--- src/rtl/inst_line_buffer.sv ---
// inst_line_buffer: single-line instruction buffer in front of an AXI-style
// burst read port.
//   Core side : INST_RDEN/INST_RIADDR in; INST_RVALID/INST_ROADDR/INST_RDATA
//               out (registered, one cycle after a hit); MEM_WAIT out
//               (combinational stall request).
//   Memory    : M_AR* request channel, M_R* data channel, one burst of
//               LINE_WORDS beats per refill.
//   Control   : CLK, RST (async active-high), INVALIDATE (drop the line),
//               FILL_ERR (pulse when a burst ends with the wrong beat count).
module inst_line_buffer #(
  parameter int unsigned LINE_WORDS = 4
) (
  input  logic        CLK,
  input  logic        RST,
  input  logic        INVALIDATE,
  input  logic        INST_RDEN,
  input  logic [31:0] INST_RIADDR,
  output logic [31:0] INST_ROADDR,
  output logic        INST_RVALID,
  output logic [31:0] INST_RDATA,
  output logic        MEM_WAIT,
  output logic        M_ARVALID,
  input  logic        M_ARREADY,
  output logic [31:0] M_ARADDR,
  output logic [7:0]  M_ARLEN,
  input  logic        M_RVALID,
  output logic        M_RREADY,
  input  logic [31:0] M_RDATA,
  input  logic        M_RLAST,
  output logic        FILL_ERR
);

  localparam int unsigned IW  = $clog2(LINE_WORDS);
  localparam int unsigned OFS = IW + 2;
  localparam int unsigned TW  = 32 - OFS;
  localparam int unsigned CW  = IW + 1;

  typedef enum logic [1:0] {
    S_IDLE,
    S_AR,
    S_RDATA,
    S_DONE
  } state_t;

  state_t          state_q;
  logic            line_valid_q;
  logic            inv_pend_q;
  logic [TW-1:0]   tag_q;
  logic [CW-1:0]   cnt_q;
  logic [31:0]     line_q [LINE_WORDS];

  logic            rvalid_q;
  logic [31:0]     roaddr_q;
  logic [31:0]     rdata_q;
  logic            arvalid_q;
  logic [31:0]     araddr_q;
  logic            rready_q;
  logic            fill_err_q;

  logic [TW-1:0]   req_tag_c;
  logic [IW-1:0]   req_idx_c;
  logic            hit_c;
  logic            cnt_full_c;
  logic            cnt_last_c;
  logic            beat_c;

  assign req_tag_c  = INST_RIADDR[31:OFS];
  assign req_idx_c  = INST_RIADDR[OFS-1:2];
  assign hit_c      = INST_RDEN && line_valid_q && (tag_q == req_tag_c) && (state_q == S_IDLE);
  // cnt saturates at LINE_WORDS; a saturated count means extra beats are dropped
  assign cnt_full_c = (cnt_q == CW'(LINE_WORDS));
  assign cnt_last_c = (cnt_q == CW'(LINE_WORDS - 1));
  assign beat_c     = (state_q == S_RDATA) && M_RVALID;

  assign MEM_WAIT    = (state_q != S_IDLE) || (INST_RDEN && !hit_c);
  assign M_ARLEN     = 8'(LINE_WORDS - 1);
  assign INST_RVALID = rvalid_q;
  assign INST_ROADDR = roaddr_q;
  assign INST_RDATA  = rdata_q;
  assign M_ARVALID   = arvalid_q;
  assign M_ARADDR    = araddr_q;
  assign M_RREADY    = rready_q;
  assign FILL_ERR    = fill_err_q;

  // Line storage; contents are qualified by line_valid_q so no reset is needed
  always_ff @(posedge CLK) begin
    if (beat_c && !cnt_full_c) begin
      line_q[cnt_q[IW-1:0]] <= M_RDATA;
    end
  end

  // Refill FSM, fetch response and line bookkeeping
  always_ff @(posedge CLK or posedge RST) begin
    if (RST) begin
      state_q      <= S_IDLE;
      line_valid_q <= 1'b0;
      inv_pend_q   <= 1'b0;
      tag_q        <= '0;
      cnt_q        <= '0;
      rvalid_q     <= 1'b0;
      roaddr_q     <= '0;
      rdata_q      <= '0;
      arvalid_q    <= 1'b0;
      araddr_q     <= '0;
      rready_q     <= 1'b0;
      fill_err_q   <= 1'b0;
    end else begin
      fill_err_q <= 1'b0;
      rvalid_q   <= hit_c;
      if (hit_c) begin
        roaddr_q <= INST_RIADDR;
        rdata_q  <= line_q[req_idx_c];
      end

      case (state_q)
        S_IDLE: begin
          if (INST_RDEN && !hit_c) begin
            state_q      <= S_AR;
            araddr_q     <= {req_tag_c, OFS'(0)};
            arvalid_q    <= 1'b1;
            tag_q        <= req_tag_c;
            line_valid_q <= 1'b0;
            cnt_q        <= '0;
            inv_pend_q   <= 1'b0;
          end else if (INVALIDATE) begin
            // a same-cycle hit has already been served from the old line
            line_valid_q <= 1'b0;
          end
        end

        S_AR: begin
          if (INVALIDATE) begin
            inv_pend_q <= 1'b1;
          end
          if (M_ARREADY) begin
            arvalid_q <= 1'b0;
            rready_q  <= 1'b1;
            state_q   <= S_RDATA;
          end
        end

        S_RDATA: begin
          if (INVALIDATE) begin
            inv_pend_q <= 1'b1;
          end
          if (M_RVALID) begin
            if (!cnt_full_c) begin
              cnt_q <= cnt_q + CW'(1);
            end
            if (M_RLAST) begin
              rready_q <= 1'b0;
              state_q  <= S_DONE;
              if (cnt_last_c) begin
                line_valid_q <= !(inv_pend_q || INVALIDATE);
              end else begin
                fill_err_q <= 1'b1;
              end
            end
          end
        end

        S_DONE: begin
          // held request is re-evaluated in IDLE next cycle
          if (INVALIDATE || inv_pend_q) begin
            line_valid_q <= 1'b0;
          end
          inv_pend_q <= 1'b0;
          state_q    <= S_IDLE;
        end

        default: begin
          state_q <= S_IDLE;
        end
      endcase
    end
  end

endmodule

--- config.mk ---
export PLATFORM = sky130hd
export DESIGN_NAME = inst_line_buffer
export DESIGN_NICKNAME = d
export VERILOG_FILES = /design/src/rtl/inst_line_buffer.sv
export SDC_FILE = /design/constraint.sdc
export NUM_CORES = 1
export LEC_CHECK = 0
export ABC_AREA = 1
export BUFFER_PORTS_ARGS = -buffer_cell sky130_fd_sc_hd__buf_2
export CAP_MARGIN = 20
export CORE_MARGIN = 5
export CORE_UTILIZATION = 55
export DETAILED_ROUTE_END_ITERATION = 12
export PLACE_DENSITY = 0.85
export SYNTH_ARGS = -nofsm -noshare
export SYNTH_HDL_FRONTEND = slang
export SYNTH_SLANG_ARGS = --single-unit
--- constraint.sdc ---
create_clock -name CLK -period 5.6 [get_ports CLK]
set_input_delay 1.4 -clock CLK [delete_from_list [all_inputs] [get_ports CLK]]
set_output_delay 1.4 -clock CLK [all_outputs]
set_load 0.05 [all_outputs]
Yosys cells after proc, flatten, opt, wreduce, memory -nomap -nowiden
Memories as Yosys holds them, arrays and structs flattened. A register that Yosys moved wholly into a read port is not among the register bits.
Cells that the tools add are included.
{ "totals": {"regBits": 71, "ram_bits": 128, "in_bits": 71, "mem_count": 1} }
{ "classes": {"addsub": 1, "n_eq_ne": 15, "mux": 32, "reduce_logical": 25} }
{ "mem_list": {"columns": ["memory", "words", "width", "rd", "rd_clocked_by_memory_dff", "write_ports", "line", "text"], "rows": [
  ["line_q", 4, 32, 1, 1, 1, "50", "logic [31:0] line_q [LINE_WORDS];"]
]} }
{ "op_table": {"columns": ["cell", "count"], "rows": [
  ["equality test 28 bit", 1],
  ["2-to-1 mux 1 bit", 19],
  ["inequality test 2 bit, second input constant", 6],
  ["AND reduction 4 bit", 3],
  ["2-to-1 mux 3 bit", 3],
  ["2-to-1 mux 2 bit", 4],
  ["one-hot mux 2 bit (4 select lines)", 1],
  ["nonzero test 2 bit", 4],
  ["logical AND 1 bit", 6],
  ["one-hot mux 1 bit (3 select lines)", 2],
  ["one-hot mux 3 bit (2 select lines)", 1],
  ["AND reduction 6 bit", 1],
  ["equality test 2 bit, second input constant", 2],
  ["inequality test 2 x 1 -> 1 bit, second input constant", 2],
  ["one-hot mux 1 bit (2 select lines)", 2],
  ["AND reduction 2 bit", 2],
  ["adder 3 x 1 -> 3 bit, second input constant", 1],
  ["equality test 3 x 2 -> 1 bit, second input constant", 1],
  ["equality test 3 bit, second input constant", 1],
  ["logical NOT 1 bit", 3],
  ["inequality test 3 x 2 -> 1 bit, second input constant", 1],
  ["AND reduction 3 bit", 1],
  ["nonzero test 3 bit", 1],
  ["equality test 2 x 1 -> 1 bit, second input constant", 1],
  ["3 further kinds", 4]
]} }

Longest topological paths before layout
Gate-level depths: netlist (run 1).
{ "depth": {"ltp_word": 7, "ltp_mapped": 15, "depth_no_buf": 14} }

Least setup slack after synthesis (run 1)
No wires, ideal clock.
{ "synth_timing": {"path_kind": "input to output", "start": "input port INST_RIADDR[20]", "end": "output port MEM_WAIT", "arrival_ps": 2341, "path_slack_ps": 1859, "cell_stages": 11, "path_cell_list": "inv_1 -> nor2_1 -> nor2_1 -> nand2_1 -> nor2_1 -> nand2_1 -> nor2_1 -> nand2_2 -> nand2_1 -> nand2_1 -> buf_6"} }
{ "synth_via": {"elab_chain_cells": 6} }
{ "synth_lines": {"columns": ["item", "line", "text"], "rows": [
  ["start: declaration", "17", "input logic [31:0] INST_RIADDR,"],
  ["equality test 28 bit", "69", "assign hit_c = INST_RDEN && line_valid_q && (tag_q == req_tag_c) && (state_q == S_IDLE);"],
  ["logical AND 1 bit (2 in a row)", "69", null],
  ["logical NOT 1 bit", "75", "assign MEM_WAIT = (state_q != S_IDLE) || (INST_RDEN && !hit_c);"],
  ["logical AND 1 bit", "75", null],
  ["logical OR 1 bit", "75", null],
  ["end: declaration", "21", "output logic MEM_WAIT,"]
]} }
Every way passes these cells.

Worst setup path in the final report (run 1)
{ "layout_timing": {"start": "input port INST_RIADDR[9]", "end": "output port MEM_WAIT"} }
The elaborated chain is that of the path after synthesis.

==> metrics.cfg, run 1 <==
[clocking]
htreeDepth=1
cts_root_buf=clkbuf_16
clock_latency_ns=0.51
ctsResizeCount=0
postCtsSetupBuffers=0
cts_buffer_depth=3
path_clk_slew_ns=0.06
cts_tree=built
numClockSinks=231
cts_buffers=24
cts-hold-fix-buffers=0

[floorplanning]
dieHeight_um=143
die_area_um2=20500
ios=180
die_x_um=143
rows=48
coreArea_um2=17400
initial_core_util=0.562

[route]
via_per_inst=5.29
ant_nets=0
num_vias=6987
firstDrtPassIters=5
drt-initial-drc-count=447
routed_wl_mm=21.8
wire_per_inst_um=16.5
drc_errors=0

[worst_setup_path]
arrival_ns=2.93
crit_fanout=12
critPathLaunchType=input port
path_class=input port to output port
critPathRequiredTime_ns=4.20
cp-end-kind=output port

[global_routing]
antenna_found_initial=6
grt_pass1_wl_mm=33.8
grt_overflow=0
grt_max_degree=71
gr-usage-all-layers=0.207
grt_pass1_vias=6845

[status]
outcome=finished clean

[timing]
slew-limit-headroom=0.300
setup-violations-final=0
fmax_mhz=231
period_minus_slack_ns=4.33
worst_slew_pin_slew_ns=1.05
finClkSkew_ns=0.0110
rsz0062_at_grt=no
slew_violations=0
post-route-period-util=0.773
hold_viol=0
fin_setup_tns_ns=0

[synth]
synth_seq_cells=231
synth_cell_type_count=32
avgSynthCellArea_um2=10.6
synthFlopType=edfxtp_1
async_flop_share=0.446
postSynthCellCount=918
synth_edf_count=128
synth_seq_area_share=0.659
synthesis.area_um2=9750
synth_warnings=0

[place]
gp_congestion=0.847
numPortBuffers=167
place_hpwl_mm=13.6

[final_layout]
n_fill_cell=1291
drive_above_1_share=0.222
ff_latch_area_um2=6420
antenna_cells=0
nets=1157
syn2layout_area_growth_pct=17.7
multiInputGateArea_um2=2600

[worst_hold_path]
hp-class=flop to flop

[pwr]
finalPower_mw=4.91
max-vdd-ir-drop_mv=0.398
p_leak_nw=5.05
p_per_area_nw_per_um2=428

[flow_run]
cap_viol_max_count=0

[flip-flops by register name (all words and copies together) (netlist names)]
| signal | flops |
|---|---|
| line_q | 128 |
| M_ARVALID | 1 |
| line_valid_q | 1 |
| INST_RDATA | 32 |
| INST_ROADDR | 32 |
| tag_q | 28 |
| cnt_q | 3 |
| inv_pend_q | 1 |
| INST_RVALID | 1 |
| FILL_ERR | 1 |
| state_q | 2 |
| M_RREADY | 1 |
[cells by family after synthesis]
group	share of synthesized area
AO/OA/AOI/OAI	0.113
XOR/XNOR	0.0171
adder cells (fa/ha/maj)	0.0116
buffers and inverters	0.0815
flip-flops	0.659
other	0.000770
AND/OR/NAND/NOR	0.117
[worst max-delay path, stage by stage]
cell	delay (ns)
buf_2	0.11
xnor2_1	0.28
nand2_1	0.09
nor2_1	0.12
nand2_1	0.06
nor2_1	0.11
nand2_2	0.08
nand2_1	0.09
nand2_1	0.26
buf_2	0.32
[cell usage in the layout, fill, tap and decap left out, types with 4 or more instances in the layout]
cell         n
conb_1      12
o22ai_1     32
nand2_1    164
xnor2_1     14
ha_1         9
buf_2      167
inv_1      118
nor3b_1      4
nor2_4       5
edfxtp_1   128
xor2_1       5
dfrtp_1    103
clkbuf_1     9
nand3_1     11
o21ai_1     33
clkbuf_16   24
buf_4        4
nor2_1      92
o21ai_2     20
clkinv_2     5
a21oi_1      4
o21ai_0    104
[power by group]
group          internal [mW]  switching (mW)
logic                  0.345           0.925
clock network          0.881           0.619
registers               2.00           0.139
[routing by layer]
metal | wire length [µm] | track usage
met5 | 80 | 0
met2 | 10800 | 0.363
met4 | 566 | 0.0630
met3 | 1890 | 0.0489
met1 | 8380 | 0.255
[stage by stage]
stage                     area (µm²)  worst slack (ns)  cells  hold slack (ns)   util
after floorplan                 9790              1.50    928            0.441      -
after global placement         10600              1.30   1272            0.451  0.613
after detailed placement       10600              1.27   1272            0.453  0.613
after CTS                      11400              1.27   1316            0.468  0.656
after global routing           11500              1.12   1320            0.485  0.661
final                          11500              1.27   1320            0.470  0.661
[worst paths after layout]
kind / from / endpoint / slack (ns) / cells past startpoint
setup / recovery: INST_RIADDR[9] / MEM_WAIT / 1.27 / 10
hold / removal: M_ARVALID$_DFFE_PP0P_ / M_ARVALID$_DFFE_PP0P_ / 0.47 / 2
setup reg to reg: state_q[0]$_DFFE_PP0P_ / tag_q[22]$_DFFE_PP0P_ / 2.19 / 14
hold reg to reg: M_ARVALID$_DFFE_PP0P_ / M_ARVALID$_DFFE_PP0P_ / 0.47 / 2
max in group asynchronous: RST / INST_RDATA[23]$_DFFE_PP0P_ / 3.54 / 3
min in group asynchronous: RST / M_ARVALID$_DFFE_PP0P_ / 1.07 / 2
[synth_stat cells (2+ instances only)]
cell type    n  area [µm²]
xnor2_1     14         123
inv_1      120         450
clkbuf_1    18        67.6
o21ai_0    104         521
nor2_1      96         360
buf_6       11         124
nand4_1      3        18.8
xor2_1       5        43.8
o22ai_1     32         200
o21ai_2     20         175
nor3b_1      4        30.0
dfrtp_1    103        2580
conb_1       2        7.51
buf_2       11        55.1
inv_2        2        7.51
edfxtp_1   128        3840
ha_1         9         113
buf_4       12        90.1
a21oi_1      4        20.0
o21ai_1     33         165
nand3_1     11        55.1
nand2_1    165         619
nor3_1       2        10.0
[area by class of cell]
type                            count  area share
Sequential cell                   231       0.560
Multi-Input combinational cell    523       0.227
Timing Repair Buffer              175      0.0833
Clock buffer                       36      0.0589
Inverter                          122      0.0401
Tap cell                          225      0.0245
Clock inverter                      8     0.00654
Power figures use the tool's default switching activity.
==> run 2: changes to the inputs <==
- CORE_UTILIZATION: 55 -> 50
- PLACE_DENSITY: 0.85 -> 0.82
- clock period: 5.6 -> 3.65 ns (I/O delays scaled with it)
==> metrics.cfg, run 2 (synthesized netlist as in run 1, its figures left out) <==
[status]
outcome=finished clean

[clocking]
path_clk_slew_ns=0.06  ; about the same
postCtsSetupBuffers=0  ; unchanged
ctsResizeCount=0  ; unchanged
clock_latency_ns=0.51  ; about the same
htreeDepth=1  ; unchanged
cts_tree=built
cts_buffer_depth=3  ; unchanged
cts_root_buf=clkbuf_16
cts-hold-fix-buffers=0  ; unchanged
cts_buffers=24  ; unchanged
numClockSinks=231  ; unchanged

[final_layout]
final_cell_mix=buf_2 (167), nand2_1 (164), edfxtp_1 (128), inv_1 (118), o21ai_0 (104)
fin_cells=1369  ; +3.7%
drive_above_1_share=0.225  ; +0.00272
antenna_cells=0  ; unchanged
fin_util=0.596  ; -0.0651
n_fill_cell=1556  ; +21%
syn2layout_area_growth_pct=18.2
nets=1166  ; +0.78%
layout_commonest_cell=buf_2
largest_reg_flops=128  ; unchanged

[timing]
slew_violations=0  ; unchanged
hold_viol=0  ; unchanged
post-route-period-util=0.890
period_minus_slack_ns=3.25
worst_slew_pin_slew_ns=0.891  ; -0.157 ns
setup-violations-final=0  ; unchanged
rsz0062_at_grt=no
finClkSkew_ns=0.0128  ; +0.00178 ns
fmax_mhz=308
slew-limit-headroom=0.404  ; +0.104
holdWs_ns=0.473  ; +0.00274 ns
fin_setup_tns_ns=0  ; unchanged

[floorplanning]
coreArea_um2=19300  ; +11%
initial_core_util=0.504  ; -0.0575
die_area_um2=22400  ; +9.3%
die_x_um=150  ; +4.5%
ios=180  ; unchanged
rows=51  ; +6.3%
dieHeight_um=150  ; +4.5%

[global_routing]
grt_max_degree=65  ; -8.5%
grt_use_met3=0.0445  ; -0.00438
use_met2=0.333  ; -0.0297
gr-max-usage-layer=met2
antenna_found_initial=2  ; -4
grt_pass1_vias=6705  ; -2.0%
gr-usage-met1=0.250  ; -0.00504
grt_overflow=0  ; unchanged
gr-usage-all-layers=0.195  ; -0.0121
grt_pass1_wl_mm=34.7  ; +2.7%

[route]
drt-initial-drc-count=465  ; +4.0%
ant_nets=0  ; unchanged
firstDrtPassIters=7  ; +2
drc_errors=0  ; unchanged
via_per_inst=5.05  ; -4.7%
routed_wl_mm=22.0  ; +0.92%
num_vias=6907  ; -1.1%
wire_per_inst_um=16.0  ; -2.7%

[worst_setup_path]
startpoint=state_q[0]$_DFFE_PP0P_
cp-end-kind=output port
rr_worst_depth=13  ; -1
critPathRequiredTime_ns=2.74  ; -1.46 ns
r2r-end=tag_q[13]$_DFFE_PP0P_
crit_fanout=5  ; -7
crit_slowest_cell=dfrtp_1
critPathLaunchType=flop
cp_common_cell=nand2_1
crit_path_cell_trace=inv_1 > ha_1 > inv_2 > nor2_4 > nand2_1 > nor2_1 > nand2_1 > nor2_2 > nand2_2 > nand2_1 > nand2_1 > buf_2
r2r_slack_ns=0.98  ; -1.21 ns
rr_startpoint=state_q[0]$_DFFE_PP0P_
cp_slowest_stage_delay_ns=0.43  ; +0.11 ns
arrival_ns=2.33  ; -0.60 ns
path_class=flop to output port

[place]
numPortBuffers=167  ; unchanged
place_hpwl_mm=14.6  ; +7.5%
gp_congestion=0.954  ; +13%
placedCellCount=1325  ; +4.2%

[pwr]
p_leak_nw=5.06  ; +0.22%
finalPower_mw=7.49  ; +53%
max-vdd-ir-drop_mv=0.453  ; +14%
p_per_area_nw_per_um2=650  ; +52%

[flow_run]
cap_viol_max_count=0  ; unchanged

[worst_hold_path]
hp-class=flop to flop
hold_end=M_ARVALID$_DFFE_PP0P_
whs_path_depth=2  ; unchanged
min-delay-start=M_ARVALID$_DFFE_PP0P_

run 2: cell count changes in the layout (fill, tap and decap cells not counted), sizes merged:
| cell | delta |
|---|---|
| bufinv | -1 |
| buf | +9 |
| clkinv | -3 |
| clkbuf | +4 |
run 2: how the worst max path moves through the flow:
stage          slack (ns)  cells after the start                  to
4_1_cts              0.36                     12            MEM_WAIT
5_1_grt              0.20                     12            MEM_WAIT
6_report             0.40                     12            MEM_WAIT
3_5_place_dp         0.55                     12            MEM_WAIT
3_3_place_gp         0.55                     12            MEM_WAIT
2_1_floorplan        0.03                      1  FILL_ERR$_DFF_PP0_
run 2: stage by stage:
step	cell area [µm²]	worst slack, ns
after floorplan	9790	0.0337
after global placement	10800	0.549
after detailed placement	10800	0.549
after CTS	11500	0.363
after global routing	11500	0.201
final	11500	0.403
run 2: cell type report:
cell class	instances	area (µm²)	area share
clock buffers	40	712	0.0618
repair buffers	184	976	0.0847
clock inverters	4	17.5	0.00152
flip-flops and latches	231	6420	0.557
multi-input cells	523	2600	0.226
well taps	265	332	0.0288
inverters	122	460	0.0400
run 2: layer usage:
layer | share of wire | wire [µm]
met2 | 0.49 | 10800
met3 | 0.084 | 1840
met1 | 0.40 | 8810
met4 | 0.023 | 513
met5 | 0.0012 | 27
run 2: where the power goes:
part	internal (mW)	switching [mW]	leakage [nW]
clock network	1.32	0.937	0.355
registers	3.06	0.224	2.37
logic	0.528	1.42	2.33
run 2: critical path, delay by kind of cell (launching register included):
| kind | cells | cell delay (ns) |
|---|---|---|
| adders and majority gates | 1 | 0.22 |
| buffers and inverters | 3 | 0.43 |
| DFF | 1 | 0.43 |
| and+or+nand+nor | 8 | 0.75 |
